==> config.mk <==
export PLATFORM = sky130hd
export DESIGN_NAME = array_scan_out
export DESIGN_NICKNAME = d
export VERILOG_FILES = /design/src/rtl/array_pkg.sv /design/src/rtl/array_next_nz.sv /design/src/rtl/array_scan_out.sv
export SDC_FILE = /design/constraint.sdc
export NUM_CORES = 1
export LEC_CHECK = 0
export ABC_CLOCK_PERIOD_IN_PS = 2300
export BUFFER_PORTS_ARGS = -buffer_cell sky130_fd_sc_hd__buf_2
export CELL_PAD_IN_SITES_DETAIL_PLACEMENT = 0
export CELL_PAD_IN_SITES_GLOBAL_PLACEMENT = 2
export CORE_MARGIN = 2
export CORE_UTILIZATION = 33
export CTS_CLUSTER_SIZE = 12
export DETAILED_ROUTE_END_ITERATION = 10
export HOLD_SLACK_MARGIN = 0.05
export PLACE_DENSITY_LB_ADDON = 0.05
export REMOVE_ABC_BUFFERS = 1
export SLEW_MARGIN = 40
export SYNTH_ARGS = -nofsm -noshare
export SYNTH_HDL_FRONTEND = slang
export SYNTH_SLANG_ARGS = --single-unit
==> constraint.sdc <==
create_clock -name clk -period 2.3 [get_ports clk]
set_clock_uncertainty 0.05 [all_clocks]
set_input_delay 0.46 -clock clk [delete_from_list [all_inputs] [get_ports clk]]
set_output_delay 0.46 -clock clk [all_outputs]
set_load 0.005 [all_outputs]
==> src/rtl/array_pkg.sv <==
// Shared constants and state encoding for the array scan-out stage.
//   ARR_DEPTH / ARR_WIDTH / ARR_IDX_W : default array geometry (16 x 8 bits)
//   scan_state_t                      : scan FSM states
package array_pkg;
  localparam int ARR_DEPTH = 16;
  localparam int ARR_WIDTH = 8;
  localparam int ARR_IDX_W = 4;

  typedef enum logic [1:0] {
    IDLE = 2'd0,
    SCAN = 2'd1,
    DONE = 2'd2
  } scan_state_t;
endpackage

==> src/rtl/array_next_nz.sv <==
// Combinational eligible-entry finder.
//   mask  : one bit per array entry, 1 = entry may be emitted
//   cur   : current index
//   nxt   : lowest eligible index strictly greater than cur (valid when found)
//   found : some eligible index above cur exists
//   first : lowest eligible index overall (valid when any)
//   any   : at least one eligible index exists
module array_next_nz
  import array_pkg::*;
#(
  parameter int DEPTH = ARR_DEPTH,
  parameter int IDX_W = $clog2(DEPTH)
) (
  input  logic [DEPTH-1:0] mask,
  input  logic [IDX_W-1:0] cur,
  output logic [IDX_W-1:0] nxt,
  output logic             found,
  output logic [IDX_W-1:0] first,
  output logic             any
);

  // Walk from the top down so the last hit written is the lowest index.
  always_comb begin
    nxt   = '0;
    found = 1'b0;
    first = '0;
    any   = 1'b0;
    for (int i = DEPTH - 1; i >= 0; i--) begin
      if (mask[i] && (IDX_W'(i) > cur)) begin
        nxt   = IDX_W'(i);
        found = 1'b1;
      end
      if (mask[i]) begin
        first = IDX_W'(i);
        any   = 1'b1;
      end
    end
  end

endmodule

==> src/rtl/array_scan_out.sv <==
// Array scan-out: on start, snapshots a flattened DEPTH x WIDTH array and
// streams its entries lowest index first, one byte per beat, valid/ready.
// With SKIP_ZERO=1 zero entries are skipped without bubble cycles.
//   clk, rst_n       : clock, async active-low reset
//   start, arr_flat  : scan request (IDLE only) and array image
//   busy             : scan in progress
//   out_valid/ready  : beat handshake
//   out_data/idx/last: beat payload, entry index, final-beat flag
//   done             : one-cycle pulse after the final transfer
module array_scan_out
  import array_pkg::*;
#(
  parameter int DEPTH     = ARR_DEPTH,
  parameter int WIDTH     = ARR_WIDTH,
  parameter int SKIP_ZERO = 0,
  localparam int IDX_W    = $clog2(DEPTH)
) (
  input  logic                   clk,
  input  logic                   rst_n,
  input  logic                   start,
  input  logic [DEPTH*WIDTH-1:0] arr_flat,
  output logic                   busy,
  output logic                   out_valid,
  input  logic                   out_ready,
  output logic [WIDTH-1:0]       out_data,
  output logic [IDX_W-1:0]       out_idx,
  output logic                   out_last,
  output logic                   done
);

  scan_state_t state, state_nx;
  logic [DEPTH*WIDTH-1:0] snap, src;
  logic [DEPTH-1:0]       mask;
  logic [IDX_W-1:0]       nxt, first, load_idx;
  logic                   any, ahead_found;
  logic                   load, capture;
  logic                   unused_found, unused_any;
  logic [IDX_W-1:0]       unused_nxt, unused_first;

  // In IDLE the snapshot is not loaded yet, so the first entry is chosen
  // straight from the live array on the capturing edge.
  assign src = (state == IDLE) ? arr_flat : snap;

  for (genvar g = 0; g < DEPTH; g++) begin : g_mask
    assign mask[g] = (SKIP_ZERO != 0) ? (|src[g*WIDTH +: WIDTH]) : 1'b1;
  end

  array_next_nz #(.DEPTH(DEPTH), .IDX_W(IDX_W)) u_cur (
    .mask (mask),
    .cur  (out_idx),
    .nxt  (nxt),
    .found(unused_found),
    .first(first),
    .any  (any)
  );

  assign load_idx = (state == IDLE) ? first : nxt;

  // Look-ahead from the entry being loaded: nothing eligible above it
  // means that entry is the final beat.
  array_next_nz #(.DEPTH(DEPTH), .IDX_W(IDX_W)) u_ahead (
    .mask (mask),
    .cur  (load_idx),
    .nxt  (unused_nxt),
    .found(ahead_found),
    .first(unused_first),
    .any  (unused_any)
  );

  always_comb begin
    state_nx = state;
    load     = 1'b0;
    capture  = 1'b0;
    case (state)
      IDLE: begin
        if (start) begin
          capture  = 1'b1;
          state_nx = any ? SCAN : DONE;
          load     = any;
        end
      end
      SCAN: begin
        if (out_ready) begin
          if (out_last) state_nx = DONE;
          else          load     = 1'b1;
        end
      end
      DONE:    state_nx = IDLE;
      default: state_nx = IDLE;
    endcase
  end

  always_ff @(posedge clk or negedge rst_n) begin
    if (!rst_n) state <= IDLE;
    else        state <= state_nx;
  end

  always_ff @(posedge clk or negedge rst_n) begin
    if (!rst_n) begin
      snap     <= '0;
      out_data <= '0;
      out_idx  <= '0;
      out_last <= 1'b0;
    end else begin
      if (capture) snap <= arr_flat;
      if (load) begin
        out_data <= src[load_idx*WIDTH +: WIDTH];
        out_idx  <= load_idx;
        out_last <= !ahead_found;
      end
    end
  end

  assign busy      = (state == SCAN);
  assign out_valid = (state == SCAN);
  assign done      = (state == DONE);

endmodule

==> results by group <==
Status
  – Status: finished, violations left
  – Failing checks: setup timing

Yosys
  – Library cells used by synthesis: 47
  – Syn Inst Count: 521
  – Share of the synthesized area in the top cell type: 0.527
  – Post-synth EDFFs: 0
  – Post-synthesis async set-or-reset flop share: 1.00
  – #FFs+latches synth: around 140
  – Synth area leader: dfrtp_1
  – Mean Syn Cell Area: between 10 and 15 sq um
  – Main flop type after synthesis: dfrtp_1
  – Synth warn: 0
  – Top-count cell post-synth: dfrtp_1
  – Cell area after synthesis: slightly below 7000 sq um
  – Post-synth top cells: 143 x dfrtp_1, 128 x mux2_2, 39 x nor2_1
  – Seq/Total Area, Yosys: 0.527
  – Top cells by area, synth: dfrtp_1 53%, mux2_2 21%, mux4_2 5.3%, mux2i_1 2.9%, nor2_1 2.2%

Setup path
  – CP delay by family, top: compound AO/OA/AOI/OAI gates
  – CP Class: flip-flop to flip-flop
  – Crit path max fanout: 7
  – CP arrival: 2680 ps
  – Crit. End Element: flip-flop
  – CP max-delay cell: mux4_2
  – Delay of the slowest cell on the worst path: roughly 430 ps
  – Sum of buffers and inverters on the critical path: 2
  – Reg2reg setup slack: -150 ps
  – Critical-path cell list: ha_2 -> and3b_2 -> o32a_4 -> buf_12 -> buf_4 -> mux4_2 -> a22oi_2 -> o221ai_1
  – CP required: approximately 2500 ps
  – Startpoint types: flip-flop

Clock tree
  – H-tree levels: 4
  – Worst-path clk slew: about 70 ps
  – Clock root buffer: clkbuf_16
  – CTS tree: built
  – CTS Buf Count: 17
  – Sink Count: around 140
  – Clock Latency Late Sink: about 420 ps
  – Clock buffer depth: 2

Drt
  – First-pass iteration count of the detailed router: 4
  – Final WL: ~18000 microns
  – WL/cell: approximately 19 microns
  – Post-route ant nets: 0
  – Post-route DRC violation count: 0
  – Via/cell ratio: 4.94
  – Vias: 4869
  – Starting DRT DRC Count: 201

STA
  – Max Clk Rate: between 0.4 and 0.5 GHz
  – Unrepaired setup endpoints after global routing: yes
  – Worst-margin pin slew: 566 ps
  – Crit path time final: ~2400 ps
  – Hold Vio Cnt, Final: 0
  – Slew Viols, Final: 0
  – Final Setup Violations: 8
  – Worst rel slew slack: 0.618
  – Setup tns final: -631 ps
  – Fin crit share: 1.06
  – Worst Setup Slack, final: -147 ps

Global routing
  – Initial antenna violation count: 0
  – Vias in the first global route: approximately 5400
  – First-pass GRT wire length: 29600 microns
  – Grt ovf: 0
  – Tot GR Track Use: 0.176
  – Largest net degree at the start of global routing: 78

Placed design
  – Gp weighted congestion: between 0.8 and 0.9
  – PortBufs: approximately 150
  – DP HPWL: between 10000 and 15000 microns
  – Pre-CTS setup slack: -222 ps
  – Inst Count DP: between 900 and 1000

Cells and area
  – Filler cells: around 1900
  – Ant. Diodes: 0
  – Share of post-route cells with drive strength above 1: 0.559
  – NumNets Final: approximately 840
  – Fin cells: 986
  – Area grow syn2layout: 31.7%
  – Finished Core Util: 0.442

Power and ir drop
  – Peak supply drop: between 0.0004 and 0.0005 V
  – Leakage: between 4 and 5 nW
  – PwrDens: between 1500 and 2000 nW/um^2

Floorplanning
  – Std cell rows: 52
  – Starting Density: 0.336
  – DIE HEIGHT: between 100 and 150 microns
  – Die width: about 150 microns
  – Num ports: roughly 150
  – Core Footprint: about 20000 sq um
  – Die area: ~22000 sq um

Run
  – Max_cap viols: 0

Min path
  – Tightest Hold Check Type: primary input to flip-flop
## final cells by class
cell class                 instances  area (sq um)  share of cell area
inverter                           4          15.0             0.00168
sequential                       143          3580               0.400
timing repair buffer             201          1280               0.143
multi-input combinational        337          3130               0.350
tap                              270           338              0.0377
clock buffer                      17           425              0.0475
clock inverter                    14           181              0.0203
## cells in the final DEF (no fill, tap or decap), types with 8 or more instances in the layout
cell type / Yosys / routed
mux4_2: 16 / 16
dfrtp_1: 143 / 143
mux2i_1: 20 / 19
nor3b_1: 8 / 8
buf_4: 5 / 40
buf_2: 6 / 146
o221ai_1: 8 / 8
clkbuf_16: 0 / 17
mux2_2: 128 / 128
nand2_1: 25 / 25
nor2_1: 39 / 39
o22ai_1: 12 / 12
o21ai_0: 13 / 11
## through the flow
step	power, mW	hold slack, ps	instance area [sq um]
after floorplan	8.16	114	6620
after global placement	10.0	329	8120
after detailed placement	10.1	335	8120
after CTS	13.4	194	8870
after global routing	14.4	195	8950
final	13.4	211	8950
## worst paths after layout
check / start / end / cells after the start
setup / recovery: out_idx[1] / out_data[5] / 8
hold / removal: arr_flat[93] / snap[93] / 2
setup reg to reg: out_idx[1] / out_data[5] / 8
hold reg to reg: snap[63] / snap[63] / 1
max in group asynchronous: rst_n / snap[36] / 3
min in group asynchronous: rst_n / snap[23] / 2
## metal layers
layer | up-vias | track usage | part of all wire
li1 | 2289 | - | -
met1 | 2438 | 0.239 | 0.47
met2 | 123 | 0.281 | 0.47
met3 | 19 | 0.0463 | 0.047
met4 | 0 | 0.0495 | 0.014
met5 | - | 0 | 0
## power by group
group / internal (mW) / switching [mW] / leakage [nW]
clock network: 1.72 / 1.15 / 0.289
registers: 3.79 / 0.709 / 1.70
logic: 3.41 / 2.65 / 2.02
total: 8.92 / 4.51 / 4.01
## cells by family after synthesis
family,Yosys count,share of synthesized area
muxes,164,0.295
DFF,143,0.527
and+or+nand+nor,94,0.0674
AOI/OAI and AO/OA,75,0.0770
buffers and inverters,41,0.0278
adders and majority gates,3,0.00552
xor gates and xnor gates,1,0.00129
## sequential cells by signal, indices dropped and copies added (netlist names)
| signal | count |
|---|---|
| out_idx | 4 |
| out_data | 8 |
| state | 2 |
| snap | 128 |
| out_last | 1 |
## timing repair
item | CTS | global route
endpoints found under the hold margin | 34 | 0
endpoints found under the setup margin | 8 | 9
buffers inserted | 4 | 5
hold buffers | 1 | 0
gates resized for setup | 21 | 11
pin swaps | 7 | 8
cloned | 1 | 0
Note: power is estimated with default switching activity, not from simulation.
